`config.mk`:
```
export PLATFORM = sky130hd
export DESIGN_NAME = sync_downcount_flat
export DESIGN_NICKNAME = d
export VERILOG_FILES = /design/src/rtl/sync_downcount_if.sv /design/src/rtl/sync_downcount.sv /design/src/flat_wrapper.sv
export SDC_FILE = /design/constraint.sdc
export NUM_CORES = 1
export LEC_CHECK = 0
export CAP_MARGIN = 30
export CORE_MARGIN = 5
export CORE_UTILIZATION = 40
export CTS_CLUSTER_DIAMETER = 80
export DETAILED_ROUTE_END_ITERATION = 6
export GPL_TIMING_DRIVEN = 0
export PLACE_DENSITY = 0.82
export SETUP_SLACK_MARGIN = 0.4
export SLEW_MARGIN = 10
export SYNTH_ARGS = -nofsm -noshare
export SYNTH_HDL_FRONTEND = slang
export SYNTH_SLANG_ARGS = --single-unit
```
`constraint.sdc`:
```
create_clock -name clk -period 1.7 [get_ports clk]
set_input_delay 0.34 -clock clk [delete_from_list [all_inputs] [get_ports clk]]
set_output_delay 0.34 -clock clk [all_outputs]
set_load 0.05 [all_outputs]
```
`src/rtl/sync_downcount_if.sv`:
```
// Control/status bundle for sync_downcount: the controller drives load/en/mode,
// the counter returns its count, busy flag, terminal-count pulse and FSM state.
interface sync_downcount_if #(
    parameter int WIDTH = 4
);
    // No handshake: load, load_val, en and mode are level inputs sampled on every
    // rising clk edge; q, busy, tc and fsm_state are registered and valid after it.
    logic             load;
    logic [WIDTH-1:0] load_val;
    logic             en;
    logic             mode;
    logic [WIDTH-1:0] q;
    logic             busy;
    logic             tc;
    logic             fsm_state;

    modport master (
        output load, load_val, en, mode,
        input  q, busy, tc, fsm_state
    );

    modport slave (
        input  load, load_val, en, mode,
        output q, busy, tc, fsm_state
    );
endinterface

```
`src/rtl/sync_downcount.sv`:
```
// Loadable synchronous down-counter with one-cycle terminal-count pulse and
// optional auto-reload; optional tick prescaler enabled by DOWNCOUNT_PRESCALE_EN.
module sync_downcount #(
    parameter int WIDTH    = 4,
    parameter int PRESCALE = 4
) (
    input  logic               clk,
    input  logic               rst,
    sync_downcount_if.slave    bus
);

    typedef enum logic {
        IDLE = 1'b0,
        RUN  = 1'b1
    } state_t;

    if (WIDTH < 2 || PRESCALE < 2) begin : g_bad_param
        $error("sync_downcount: WIDTH and PRESCALE must both be >= 2");
    end

    state_t           state_q, state_d;
    logic [WIDTH-1:0] q_q, q_d;
    logic [WIDTH-1:0] rld_q, rld_d;
    logic             tc_q, tc_d;
    logic             tick;

`ifdef DOWNCOUNT_PRESCALE_EN
    localparam int PW = (PRESCALE > 2) ? $clog2(PRESCALE) : 1;
    localparam logic [PW-1:0] PRE_LAST = PW'(PRESCALE - 1);

    logic [PW-1:0] pre_q, pre_d;
    logic          advance;

    // Prescaler only moves on enabled RUN edges; it freezes while paused.
    always_comb begin
        advance = (state_q == RUN) && bus.en;
        tick    = advance && (pre_q == PRE_LAST);
        pre_d   = pre_q;
        if (bus.load) begin
            pre_d = '0;
        end else if (advance) begin
            pre_d = tick ? '0 : pre_q + PW'(1);
        end
    end

    always_ff @(posedge clk or posedge rst) begin
        if (rst) begin
            pre_q <= '0;
        end else begin
            pre_q <= pre_d;
        end
    end
`else
    always_comb begin
        tick = (state_q == RUN) && bus.en;
    end
`endif

    // Load beats everything, including a coincident terminal tick.
    always_comb begin
        state_d = state_q;
        q_d     = q_q;
        rld_d   = rld_q;
        tc_d    = 1'b0;
        if (bus.load) begin
            q_d     = bus.load_val;
            rld_d   = bus.load_val;
            state_d = (bus.load_val != '0) ? RUN : IDLE;
        end else if (tick) begin
            if (q_q > WIDTH'(1)) begin
                q_d = q_q - WIDTH'(1);
            end else begin
                tc_d = 1'b1;
                if (bus.mode) begin
                    q_d = rld_q;
                end else begin
                    q_d     = '0;
                    state_d = IDLE;
                end
            end
        end
    end

    always_ff @(posedge clk or posedge rst) begin
        if (rst) begin
            state_q <= IDLE;
            q_q     <= '0;
            rld_q   <= '0;
            tc_q    <= 1'b0;
        end else begin
            state_q <= state_d;
            q_q     <= q_d;
            rld_q   <= rld_d;
            tc_q    <= tc_d;
        end
    end

    assign bus.q         = q_q;
    assign bus.tc        = tc_q;
    assign bus.busy      = (state_q == RUN);
    assign bus.fsm_state = state_q;

endmodule

```
`src/flat_wrapper.sv`:
```
// flat-port wrapper written by rule: the top's interface ports become plain ports
module sync_downcount_flat 
#(
    parameter int WIDTH    = 4,
    parameter int PRESCALE = 4
)
  (clk, rst, bus_load, bus_load_val, bus_en, bus_mode, bus_q, bus_busy, bus_tc, bus_fsm_state);
  sync_downcount_if #(.WIDTH(WIDTH)) bus_i ();
  input  logic clk;
  input  logic rst;
  input wire logic [$bits(bus_i.load)-1:0] bus_load;
  input wire logic [$bits(bus_i.load_val)-1:0] bus_load_val;
  input wire logic [$bits(bus_i.en)-1:0] bus_en;
  input wire logic [$bits(bus_i.mode)-1:0] bus_mode;
  output wire logic [$bits(bus_i.q)-1:0] bus_q;
  output wire logic [$bits(bus_i.busy)-1:0] bus_busy;
  output wire logic [$bits(bus_i.tc)-1:0] bus_tc;
  output wire logic [$bits(bus_i.fsm_state)-1:0] bus_fsm_state;
  assign bus_i.load = bus_load;
  assign bus_i.load_val = bus_load_val;
  assign bus_i.en = bus_en;
  assign bus_i.mode = bus_mode;
  assign bus_q = bus_i.q;
  assign bus_busy = bus_i.busy;
  assign bus_tc = bus_i.tc;
  assign bus_fsm_state = bus_i.fsm_state;
  sync_downcount #(.WIDTH(WIDTH), .PRESCALE(PRESCALE)) u_core (.clk(clk), .rst(rst), .bus(bus_i));
endmodule
```
# Word level (Yosys, flattened, before mapping)
# Cells that the tools add are included.
# Widths: inputs -> output; s select.
dict set report word_totals {
  register_bits 10
  input_bits 9
}
dict set report op_classes {
  n_addsub 1
  n_lt_le_gt_ge 1
  eq_ne 2
  n_mux 12
  reduce_logical 4
}
# cell n
set op_table {}
lappend op_table {{$mux 4} 4}
lappend op_table {{$mux 1} 8}
lappend op_table {{$gt 4x1->1 const B} 1}
lappend op_table {{$ne 2x2->1 const B} 2}
lappend op_table {{$reduce_bool 4->1} 1}
lappend op_table {{$sub 4x1->4 const B} 1}
lappend op_table {{$reduce_and 3->1} 1}
lappend op_table {{$reduce_bool 2->1} 1}
lappend op_table {{$logic_and 1x1->1} 1}

# Longest topological paths before layout
dict set report logic_depth {
  depth_word 4
  mapped_depth 6
  ltp_nobuf 6
}

# Worst setup path before layout
# No wires, ideal clock.
dict set report synth_path {
  path_type {reg-to-reg}
  start {reg u_core.q_q[0], in the netlist u_core.bus.q[0]}
  end {reg u_core.q_q[1], in the netlist u_core.bus.q[1]}
  arrival_ns 1.814
  required_time_ns 1.604
  slack_ns -0.210
  stages_incl_launch_ff 6
  period_less_slack_ns 1.910
  path_cell_list {dfrtp_1 > ha_1 > nor2_1 > nor3_1 > mux2_2 > o31ai_1}
}
dict set report synth_via {
  elab_chain_len 4
}
# item line
set synth_lines {}
lappend synth_lines {{start, declared} sync_downcount.sv:22} ;# logic [WIDTH-1:0] q_q, q_d;
lappend synth_lines {{start signal, assigned} sync_downcount.sv:92} ;# q_q <= q_d;
lappend synth_lines {{$sub 4x1->4 / $gt 4x1->1 (equally long branches)} {sync_downcount.sv:71, sync_downcount.sv:70}}
lappend synth_lines {{$mux 4 (*)} sync_downcount.sv:70} ;# if (q_q > WIDTH'(1)) begin
lappend synth_lines {{$mux 4 (*)} sync_downcount.sv:69} ;# end else if (tick) begin
lappend synth_lines {{$mux 4 (*)} sync_downcount.sv:65} ;# if (bus.load) begin
# Mark *: on every way between the ends. The rest lies on a longest branch, timed or not. The select of a mux whose other input is x is not followed.
# A chain may end at the register's enable or synchronous reset.

# Worst setup path after layout
dict set report layout_path {
  start {reg u_core.q_q[1], in the netlist u_core.bus.q[1]}
  end {reg u_core.q_q[3], in the netlist u_core.bus.q[3]}
}
# Same word-level chain as after synthesis.

==> impl_metrics.env <==
export IMPL_holdCritPathClass="primary input to async pin"
export IMPL_end_kind="flip-flop"
export IMPL_drt_pass1_iter_count=4
export IMPL_dpl_cell_area_um2=777
export IMPL_nets=94
export IMPL_swShare_pct=35.8
export IMPL_netlist_area_um2=562
export IMPL_internal_power_mw=0.560
export IMPL_finalPower_mw=0.872
export IMPL_required_ns=1.90
export IMPL_finalMaxSlewViolations=0
export IMPL_wirelength_um=1570
export IMPL_fp_coreArea_um2=1320
export IMPL_dieWidth_um=47.5
export IMPL_vdd_drop_max_v=0.000459
export IMPL_clk_pin_slew_ns=0.08
export IMPL_cts_sinks=10
export IMPL_antenna_cells=0
export IMPL_dr_total_vias=557
export IMPL_synth_nets=65
export IMPL_drc=0
export IMPL_crit_fanout=3
export IMPL_tns_ns=0
export IMPL_p_per_area_nw_per_um2=942
export IMPL_path_class="flip-flop to flip-flop"
export IMPL_seq_area_frac_synth_pct=44.5
export IMPL_p_switching_mw=0.312
export IMPL_tightestPinTransition_ns=0.404
export IMPL_track_usage_pct=16.3
export IMPL_synth_top_cell_area_share_pct=44.5
export IMPL_multi_input_area_um2=350
export IMPL_postSynthAreaPerCell_um2=10.4
export IMPL_drive_gt1_share_pct=52.4
export IMPL_clk_latency_ns=0.27
export IMPL_drt_iter0_drc=11
export IMPL_yosys_area_top_type="dfrtp_1"
export IMPL_fin_util_pct=70.3
export IMPL_ioPinCount=16
export IMPL_p_leak_nw=0.401
export IMPL_post_route_min_period_ns=1.56
export IMPL_cts_buffers=3
export IMPL_cts_root_buf="clkbuf_4"
export IMPL_rsz0062_at_grt="true"
export IMPL_clockBufferDepth=2
export IMPL_p_clk_share_pct=26.2
export IMPL_seq_area_um2=255
export IMPL_wl_per_cell_um=16.2
export IMPL_cp_arrival_ns=1.76
export IMPL_port_buffers=14
export IMPL_setup_viol=0
export IMPL_placementRows=13
export IMPL_dieArea_um2=2250
export IMPL_fin_area_um2=926
export IMPL_synth_cell_types=27
export IMPL_power_frac_comb_pct=39.5
export IMPL_final_setup_worst_slack_ns=0.137
export IMPL_hold_buffers=0
export IMPL_dpl_hpwl_um=1020
export IMPL_start_util_pct=42.6
export IMPL_hold_viol=0
export IMPL_dpl_worst_slack_ns=-0.0405
export IMPL_grt_overflow_total=0
export IMPL_htree_num_levels=1
export IMPL_netlist_top_cells_area="dfrtp_1, mux2_2, a21oi_1, ha_1, nand4b_1"
export IMPL_grt_pass1_vias=579
export IMPL_yosysWarnings=0
export IMPL_antenna_found_initial=0
export IMPL_grt_max_degree=11
export IMPL_grt_pass1_wl_um=2520
export IMPL_finalCritPeriodShare_pct=91.9
export IMPL_p_seq_share_pct=34.4
export IMPL_synthCells=54
export IMPL_ys_ff_latch=10
export IMPL_outcome="completed"
export IMPL_area_delta_synth_final_pct=64.8
export IMPL_skew_ns=0.00841
export IMPL_ant_nets=0
export IMPL_fillerInstances=100
export IMPL_fmax_mhz=640
export IMPL_gp_congestion=0.783
export IMPL_avgViaCountPerCell=5.74
export IMPL_die_height_um=47.5
export IMPL_maxSlewHeadroom_pct=73.0
export IMPL_cts_tree="done"
export IMPL_start_kind="flip-flop"
export IMPL_maxCapViolations=0
-- metrics by stage --
| stage | instances | hold slack [ns] |
|---|---|---|
| finish | 97 | 0.341 |
| global route | 97 | 0.385 |
| CTS | 95 | 0.364 |
| detailed placement | 83 | 0.497 |
| global placement | 83 | 0.493 |
| floorplan | 54 | 0.180 |
-- cells in the final DEF, fill, tap and decap left out, types with 2 or more instances in the layout --
master,n
dfrtp_1,6
buf_6,7
ha_4,2
inv_1,2
dlymetal6s2s_1,2
clkdlybuf4s50_1,5
buf_8,2
clkbuf_4,3
mux2_2,4
inv_2,2
buf_4,5
a21oi_1,7
dfrtp_2,4
buf_2,5
nand4b_1,2
-- cell families after synthesis --
group	after synthesis	share of synthesized area, %
simple gates	15	17.6
xor+xnor	1	1.56
flops	10	44.5
fa+ha+maj	2	4.45
buf+inv	7	5.57
mux	6	11.8
compound gates	13	14.5
-- per-layer routing --
| layer | track usage (%) | wire [um] | part of all wire, % | vias to the layer above |
|---|---|---|---|---|
| met3 | 2.63 | 127 | 8.1 | 2 |
| li1 | - | - | - | 257 |
| met2 | 26.7 | 781 | 50 | 25 |
| met5 | 0 | 0 | 0 | - |
| met1 | 20.4 | 637 | 41 | 273 |
| met4 | 8.84 | 21 | 1.3 | 0 |
-- state kept, by name (all words and copies together), names as in the netlist --
register,count
u_core.bus.tc,1
u_core.rld_q,4
u_core.bus.busy,1
u_core.bus.q,4
-- power by group through the flow --
stage	Clock [mW]	Combinational [mW]	Sequential, mW
after CTS	0.226	0.306	0.301
after global routing	0.244	0.363	0.304
after detailed placement	0	0.274	0.308
after floorplan	0	0.134	0.360
after global placement	0	0.269	0.306
final	0.228	0.344	0.300
-- worst paths after layout --
path	slack, ns	cells after the start	start	endpoint
max	0.14	8	u_core.bus.q[1]	u_core.bus.q[3]
min	0.34	2	rst	u_core.bus.busy
max reg2reg	0.14	8	u_core.bus.q[1]	u_core.bus.q[3]
min reg2reg	0.51	1	u_core.rld_q[3]	u_core.rld_q[3]
max in group asynchronous	1.04	2	rst	u_core.bus.q[2]
min in group clk	0.50	3	bus_mode	u_core.bus.q[3]
-- area by class of cell --
| class | count | area share, % |
|---|---|---|
| sequential | 10 | 27.6 |
| buffer | 3 | 2.16 |
| tap | 15 | 2.03 |
| multi-input combinational | 37 | 37.8 |
| timing repair buffer | 24 | 24.9 |
| clock buffer | 4 | 3.92 |
| inverter | 4 | 1.62 |
-- worst max-delay path: stages (launching register included) --
cell and delay (ns):
dfrtp_2 0.42, inv_2 0.10, ha_4 0.15, nor2_4 0.05, nor3_4 0.23, buf_6 0.14, buf_6 0.08, nand4b_1 0.09
a32oi_1 0.21
-- Yosys cell counts, drive strengths merged --
library cell	instances
a21oi	8
mux2i	1
o2111ai	1
or4	1
o31ai	1
ha	2
nand4b	2
inv	4
nand4bb	1
a32oi	1
nor2b	1
mux2	5
a22o	1
nor2	2
or3	1
nor3	3
dfrtp	10
nand2	2
clkbuf	1
a22oi	1
xnor2	1
nor3b	1
buf	2
nand3	1
-- repair_timing --
item / 4_1_cts / 5_1_grt
buffers inserted: 8 / 2
setup endpoints to repair: 12 / 11
pin swaps: 4 / 7
resized for setup: 42 / 14
Power figures use the tool's default switching activity.
